**src/rtl/inst_fetch.sv**
```systemverilog
// inst_fetch: owns the fetch PC, issues in-order word requests to imem,
// buffers returned {pc, inst} pairs and hands them to decode (valid/ready).
// Ports:
//   clk, rst (async, active-high)
//   imem_req/imem_addr/imem_gnt     request channel
//   imem_rvalid/imem_rdata          in-order response channel
//   ID_jmp_vld/ID_jmp_addr          JAL redirect from decode
//   EX_jmp_vld/EX_jmp_addr          branch/JALR/trap redirect (wins over ID)
//   IF_vld/IF_rdy/IF_inst/IF_pc     handshake to decode
module inst_fetch #(
    parameter logic [31:0] RESET_PC   = 32'h0000_0000,
    parameter int          FIFO_DEPTH = 4
) (
    input  logic        clk,
    input  logic        rst,
    output logic        imem_req,
    output logic [31:0] imem_addr,
    input  logic        imem_gnt,
    input  logic        imem_rvalid,
    input  logic [31:0] imem_rdata,
    input  logic        ID_jmp_vld,
    input  logic [31:0] ID_jmp_addr,
    input  logic        EX_jmp_vld,
    input  logic [31:0] EX_jmp_addr,
    output logic        IF_vld,
    input  logic        IF_rdy,
    output logic [31:0] IF_inst,
    output logic [31:0] IF_pc
);

    localparam int AW = $clog2(FIFO_DEPTH);
    localparam int CW = AW + 1;
    localparam int SW = CW + 1;
    localparam logic [SW-1:0] DEPTH_C = SW'(FIFO_DEPTH);
    localparam logic [31:0]   NOP     = 32'h0000_0013;

    logic [31:0]   fetch_pc_q, fetch_pc_d;
    logic [AW-1:0] pend_wr_q, pend_wr_d;
    logic [AW-1:0] pend_rd_q, pend_rd_d;
    logic [CW-1:0] outstanding_q, outstanding_d;
    logic [CW-1:0] drop_cnt_q, drop_cnt_d;
    logic [AW-1:0] fifo_wr_q, fifo_wr_d;
    logic [AW-1:0] fifo_rd_q, fifo_rd_d;
    logic [CW-1:0] count_q, count_d;

    logic [31:0] pend_pc_q   [FIFO_DEPTH];
    logic [31:0] fifo_pc_q   [FIFO_DEPTH];
    logic [31:0] fifo_inst_q [FIFO_DEPTH];

    logic          redirect;
    logic [31:0]   target;
    logic          pop;
    logic          grant;
    logic          fifo_push;
    logic          fifo_nonempty;
    logic [SW-1:0] credit;

    assign redirect = EX_jmp_vld | ID_jmp_vld;

    always_comb begin
        target = ID_jmp_addr;
        if (EX_jmp_vld) begin
            target = EX_jmp_addr;
        end
        target[1:0] = 2'b00;
    end

    assign fifo_nonempty = (count_q != '0);
    assign IF_vld        = fifo_nonempty & ~redirect;
    assign pop           = IF_vld & IF_rdy;
    assign IF_inst       = fifo_nonempty ? fifo_inst_q[fifo_rd_q] : NOP;
    assign IF_pc         = fifo_nonempty ? fifo_pc_q[fifo_rd_q] : fetch_pc_q;

    // A request is only issued if its word is guaranteed a FIFO slot,
    // counting words already buffered and words still in flight.
    assign credit = {1'b0, outstanding_q} + {1'b0, count_q} - SW'(pop);

    assign imem_req  = ~rst & ~redirect & (credit < DEPTH_C);
    assign imem_addr = fetch_pc_q;
    assign grant     = imem_req & imem_gnt;

    // Words requested before the last redirect are still counted in
    // drop_cnt and must never reach the FIFO.
    assign fifo_push = imem_rvalid & ~redirect & (drop_cnt_q == '0);

    always_comb begin
        fetch_pc_d    = fetch_pc_q;
        pend_wr_d     = pend_wr_q + AW'(grant);
        pend_rd_d     = pend_rd_q + AW'(imem_rvalid);
        outstanding_d = outstanding_q + CW'(grant) - CW'(imem_rvalid);
        drop_cnt_d    = drop_cnt_q;
        fifo_wr_d     = fifo_wr_q;
        fifo_rd_d     = fifo_rd_q;
        count_d       = count_q;

        if (redirect) begin
            fetch_pc_d = target;
            // Everything still in flight after this cycle is wrong-path.
            drop_cnt_d = outstanding_q - CW'(imem_rvalid);
            fifo_rd_d  = fifo_wr_q;
            count_d    = '0;
        end else begin
            if (grant) begin
                fetch_pc_d = fetch_pc_q + 32'd4;
            end
            if (imem_rvalid && drop_cnt_q != '0) begin
                drop_cnt_d = drop_cnt_q - CW'(1);
            end
            fifo_wr_d = fifo_wr_q + AW'(fifo_push);
            fifo_rd_d = fifo_rd_q + AW'(pop);
            count_d   = count_q + CW'(fifo_push) - CW'(pop);
        end
    end

    always_ff @(posedge clk or posedge rst) begin
        if (rst) begin
            fetch_pc_q    <= RESET_PC;
            pend_wr_q     <= '0;
            pend_rd_q     <= '0;
            outstanding_q <= '0;
            drop_cnt_q    <= '0;
            fifo_wr_q     <= '0;
            fifo_rd_q     <= '0;
            count_q       <= '0;
        end else begin
            fetch_pc_q    <= fetch_pc_d;
            pend_wr_q     <= pend_wr_d;
            pend_rd_q     <= pend_rd_d;
            outstanding_q <= outstanding_d;
            drop_cnt_q    <= drop_cnt_d;
            fifo_wr_q     <= fifo_wr_d;
            fifo_rd_q     <= fifo_rd_d;
            count_q       <= count_d;
        end
    end

    // Storage arrays: contents are qualified by the pointers/counters,
    // so they need no reset.
    always_ff @(posedge clk) begin
        if (grant) begin
            pend_pc_q[pend_wr_q] <= fetch_pc_q;
        end
        if (fifo_push) begin
            fifo_pc_q[fifo_wr_q]   <= pend_pc_q[pend_rd_q];
            fifo_inst_q[fifo_wr_q] <= imem_rdata;
        end
    end

endmodule

```
**config.mk**
```make
export PLATFORM = sky130hd
export DESIGN_NAME = inst_fetch
export DESIGN_NICKNAME = d
export VERILOG_FILES = /design/src/rtl/inst_fetch.sv
export SDC_FILE = /design/constraint.sdc
export NUM_CORES = 1
export LEC_CHECK = 0
export ABC_AREA = 1
export BUFFER_PORTS_ARGS = -buffer_cell sky130_fd_sc_hd__buf_4
export CAP_MARGIN = 10
export CORE_MARGIN = 8
export CORE_UTILIZATION = 53
export DETAILED_ROUTE_END_ITERATION = 10
export PLACE_DENSITY = 0.8
export SKIP_LAST_GASP = 1
export SLEW_MARGIN = 20
export SYNTH_ARGS = -nofsm -noshare
export SYNTH_HDL_FRONTEND = slang
export SYNTH_SLANG_ARGS = --single-unit
```
**constraint.sdc**
```tcl
create_clock -name clk -period 5.2 [get_ports clk]
set_input_delay 0.26 -clock clk [delete_from_list [all_inputs] [get_ports clk]]
set_output_delay 0.26 -clock clk [all_outputs]
set_load 0.05 [all_outputs]
```
==> flow_summary_export.csv <==
group,metric,value,unit
setup_path,r2r_setup_slack,1.88,ns
finish,multiInputGateArea,4860,um2
hold_path,min_from,"imem_rvalid",
global_routing,antenna_found_initial,0,
route,drt_iter0_markers,1064,
finish,drive_gt1_share,15.9,%
setup_path,critPathCaptureType,"primary output",
route,routed_wl,44.6,mm
sta,final_max_slew_viol_count,0,
synth,netlist_area,17700,um2
route,route.detailed.drc,0,
route,first_pass_iters,6,
sta,worst_slack,1.48,ns
sta,fin_skew,0.0254,ns
pwr,switchingPower,0.00298,W
global_routing,grt_max_degree,95,
finish,regArea,12200,um2
pwr,ir_drop,244,uV
sta,rsz0062_at_grt,"no",
status,outcome,"finished, final reports clean",
pwr,p_int,0.00630,W
sta,worst_slew_pin_slew,1.04,ns
hold_path,hold_path_end,"pend_rd_q[0]$_DFF_PP0_",
cts,clkSinkCount,415,
synth,yosysWarnings,0,
setup_path,reg2reg_depth,14,
pwr,p_sw_share,32.1,%
floorplanning,io_pins,201,
setup_path,max_stage_delay,0.51,ns
setup_path,required,4.94,ns
placement,port_buffers,192,
sta,hold_viol,0,
finish,finish.utilization,63.6,%
sta,slew-limit-headroom,30.7,%
synth,ys_types,37,
route,vias,13000,
hold_path,worstHoldPathCells,2,
synth,yosysTopAreaCell,"edfxtp_1",
global_routing,grt_use_total,22.3,%
floorplanning,dieArea,39500,um2
synth,yosysSeqAreaShare,69.2,%
pwr,p_seq_share,45.4,%
floorplanning,core-area,33200,um2
cts,clk_path_buf_depth,3,
route,viasPerCell,5.74,
pwr,power_frac_comb,24.2,%
synth,yosysTopAreaCellShare,62.5,%
finish,layout.nets,1905,
cts,numCtsBuffers,41,
sta,min_period_over_period,71.6,%
setup_path,cp_common_cell,"buf_4",
pwr,pwr-share-clk,30.5,%
cts,cts_max_level,2,
setup_path,r2r-start,"outstanding_q[2]$_DFF_PP0_",
sta,hold-worst-slack,0.0551,ns
pwr,power.density,439,nW/um2
global_routing,grt_pass1_wl,69.1,mm
synth,synth.avg_cell_area,11.1,um2
setup_path,path_cells,"inv_1, nand2_1, nor2_4, buf_4, clkinv_1, buf_4, o21ai_0, buf_4",
cts,cts_tree,"yes",
global_routing,grt_pass1_vias,12900,
floorplanning,die_h,199,um
finish,fillCellCount,2447,
cts,cts-resized-gates,0,
setup_path,critPathSlowestCell,"clkinv_1",
sta,tns,0,ns
setup_path,path_max_fanout,47,
cts,clk_latency,0.54,ns
pwr,finalPower,0.00927,W
synth,ys_ff_latch,415,
route,wl_per_cell,19.7,um
floorplanning,num_rows,67,
job,drv_cap,0,
route,ant_nets,0,
floorplanning,start_util,53.2,%
setup_path,r2r-end,"outstanding_q[2]$_DFF_PP0_",
sta,setup_viol,0,
synth,synthesis.instances,1589,
sta,layout_min_cycle_time,3.72,ns
placement,place_congestion,0.895,
placement,dpl.hpwl,26.6,mm
setup_path,arrival,3.46,ns
finish,area_growth,19.4,%
floorplanning,fp.dieW,199,um
synth,yosys-top-cells-area,"edfxtp_1 63%, nor2_1 7.2%, o21ai_0 6.9%",
cts,clock-root-buffer,"clkbuf_16",
finish,antennaDiodeCount,0,
pwr,leakage,7.86,nW
sta,fmax,0.268,GHz
cts,path_clk_slew,0.06,ns
setup_path,start_kind,"flip-flop",
hold_path,worstHoldPathType,"primary input to flip-flop",
global_routing,grt-ovfl-total,0,
setup_path,crit_type,"flip-flop to primary output",
placement,dpl_worst_slack,1.88,ns
[critical path, delay by kind of cell (launching register included)]
kind                   cells  cell delay [ns]
AND/OR/NAND/NOR            2             0.24
buffers and inverters      5             1.79
flip-flops                 1             0.39
AO/OA/AOI/OAI              1             0.47
[flip-flops by register name, indices dropped and copies added (netlist names)]
| signal | cells |
|---|---|
| count_q | 3 |
| fifo_wr_q | 2 |
| outstanding_q | 3 |
| fifo_inst_q | 128 |
| pend_rd_q | 2 |
| pend_pc_q | 120 |
| drop_cnt_q | 3 |
| fifo_rd_q | 2 |
| fifo_pc_q | 120 |
| imem_addr | 30 |
| pend_wr_q | 2 |
[cell families (layout without fill, tap and decap cells)]
| kind of cell | after synthesis | after routing | share of synthesized area [%] |
|---|---|---|---|
| compound gates | 371 | 371 | 11.2 |
| fa+ha+maj | 17 | 17 | 1.29 |
| simple gates | 599 | 599 | 13.5 |
| flops | 415 | 415 | 69.2 |
| xor+xnor | 23 | 23 | 1.14 |
| buf+inv | 163 | 385 | 3.72 |
| other cells | 1 | 4 | 0.0212 |
[routing by layer]
layer	part of all wire (%)	vias to the layer above	global-route usage (%)
met5	0	-	0
met4	2.4	0	6.86
met3	9.0	70	3.91
met2	48	666	37.3
met1	41	6256	29.4
li1	-	5991	-
[area by class of cell]
cell class / instances / share of cell area, %
inverters: 66 / 1.19
clock buffers: 50 / 5.02
multi-input cells: 1014 / 23.0
well taps: 448 / 2.66
clock inverters: 22 / 1.02
flip-flops and latches: 415 / 57.9
repair buffers: 247 / 9.17
[how the worst max path moves through the flow]
stage / start / endpoint / slack, ns / depth (start not counted)
detailed placement: EX_jmp_vld / outstanding_q[2]$_DFF_PP0_ / 1.88 / 14
finish: count_q[1]$_DFF_PP0_ / IF_pc[19] / 1.48 / 8
global route: count_q[1]$_DFF_PP0_ / IF_pc[26] / 1.35 / 8
floorplan: ID_jmp_vld / fifo_inst_q[2][0]$_DFFE_PP_ / -0.62 / 5
global placement: EX_jmp_vld / outstanding_q[2]$_DFF_PP0_ / 1.91 / 14
CTS: count_q[1]$_DFF_PP0_ / IF_pc[24] / 1.50 / 8
[synth_stat cells]
cell type and n:
fa_1 2, o211ai_1 2, o32ai_1 2, o22ai_1 61, nor2_1 339, inv_1 61
nor2_2 2, dfrtp_1 47, a31oi_1 9, nand4_1 6, buf_4 5, nand3_1 50
nand2_1 176, xor2_1 21, o21ai_1 1, and2_1 1, nand3_2 1, o31ai_1 2
clkbuf_1 77, nor4_1 1, a22oi_1 1, ha_1 15, o21ai_0 242, edfxtp_1 368
a32oi_1 1, inv_2 2, buf_2 4, buf_1 8, a21oi_1 47, xnor2_1 2
buf_6 3, nor3_1 21, nor4_2 1, clkinv_1 3, o311ai_0 3, nand2_2 1
conb_1 1
[stage by stage]
step | instance area [um2] | std cells
global placement | 19500 | 2157
detailed placement | 19500 | 2157
CTS | 21100 | 2261
finish | 21100 | 2262
floorplan | 17700 | 1592
global route | 21100 | 2262
[power groups by stage]
stage	Combinational [W]	Clock, W	Sequential (W)
2_1_floorplan	0.00148	0	0.00428
3_3_place_gp	0.00211	0	0.00426
3_5_place_dp	0.00220	0	0.00427
4_1_cts	0.00224	0.00286	0.00420
5_1_grt	0.00249	0.00297	0.00422
6_report	0.00224	0.00282	0.00421
[repair_timing]
action                    in CTS  in global routing
hold endpoints to repair     128                 47
buffers inserted               0                  0
hold buffers                  32                  1
[cell usage in the layout (no fill, tap or decap), types with 3 or more instances in the layout]
cell and count:
a21oi_1 47, conb_1 4, o21ai_0 242, dlygate4sd3_1 33
clkinv_1 11, nor3_1 13, edfxtp_1 368, clkinv_2 7
bufinv_16 4, nor3_2 8, ha_1 15, clkbuf_16 41
nand2_1 176, a31oi_1 9, buf_4 214, inv_1 60
nor2_1 338, nand3_1 50, o22ai_1 61, o311ai_0 3
xor2_1 21, clkbuf_1 9, nand4_1 6, dfrtp_1 45
No activity file was read; power rests on OpenSTA's default activity.
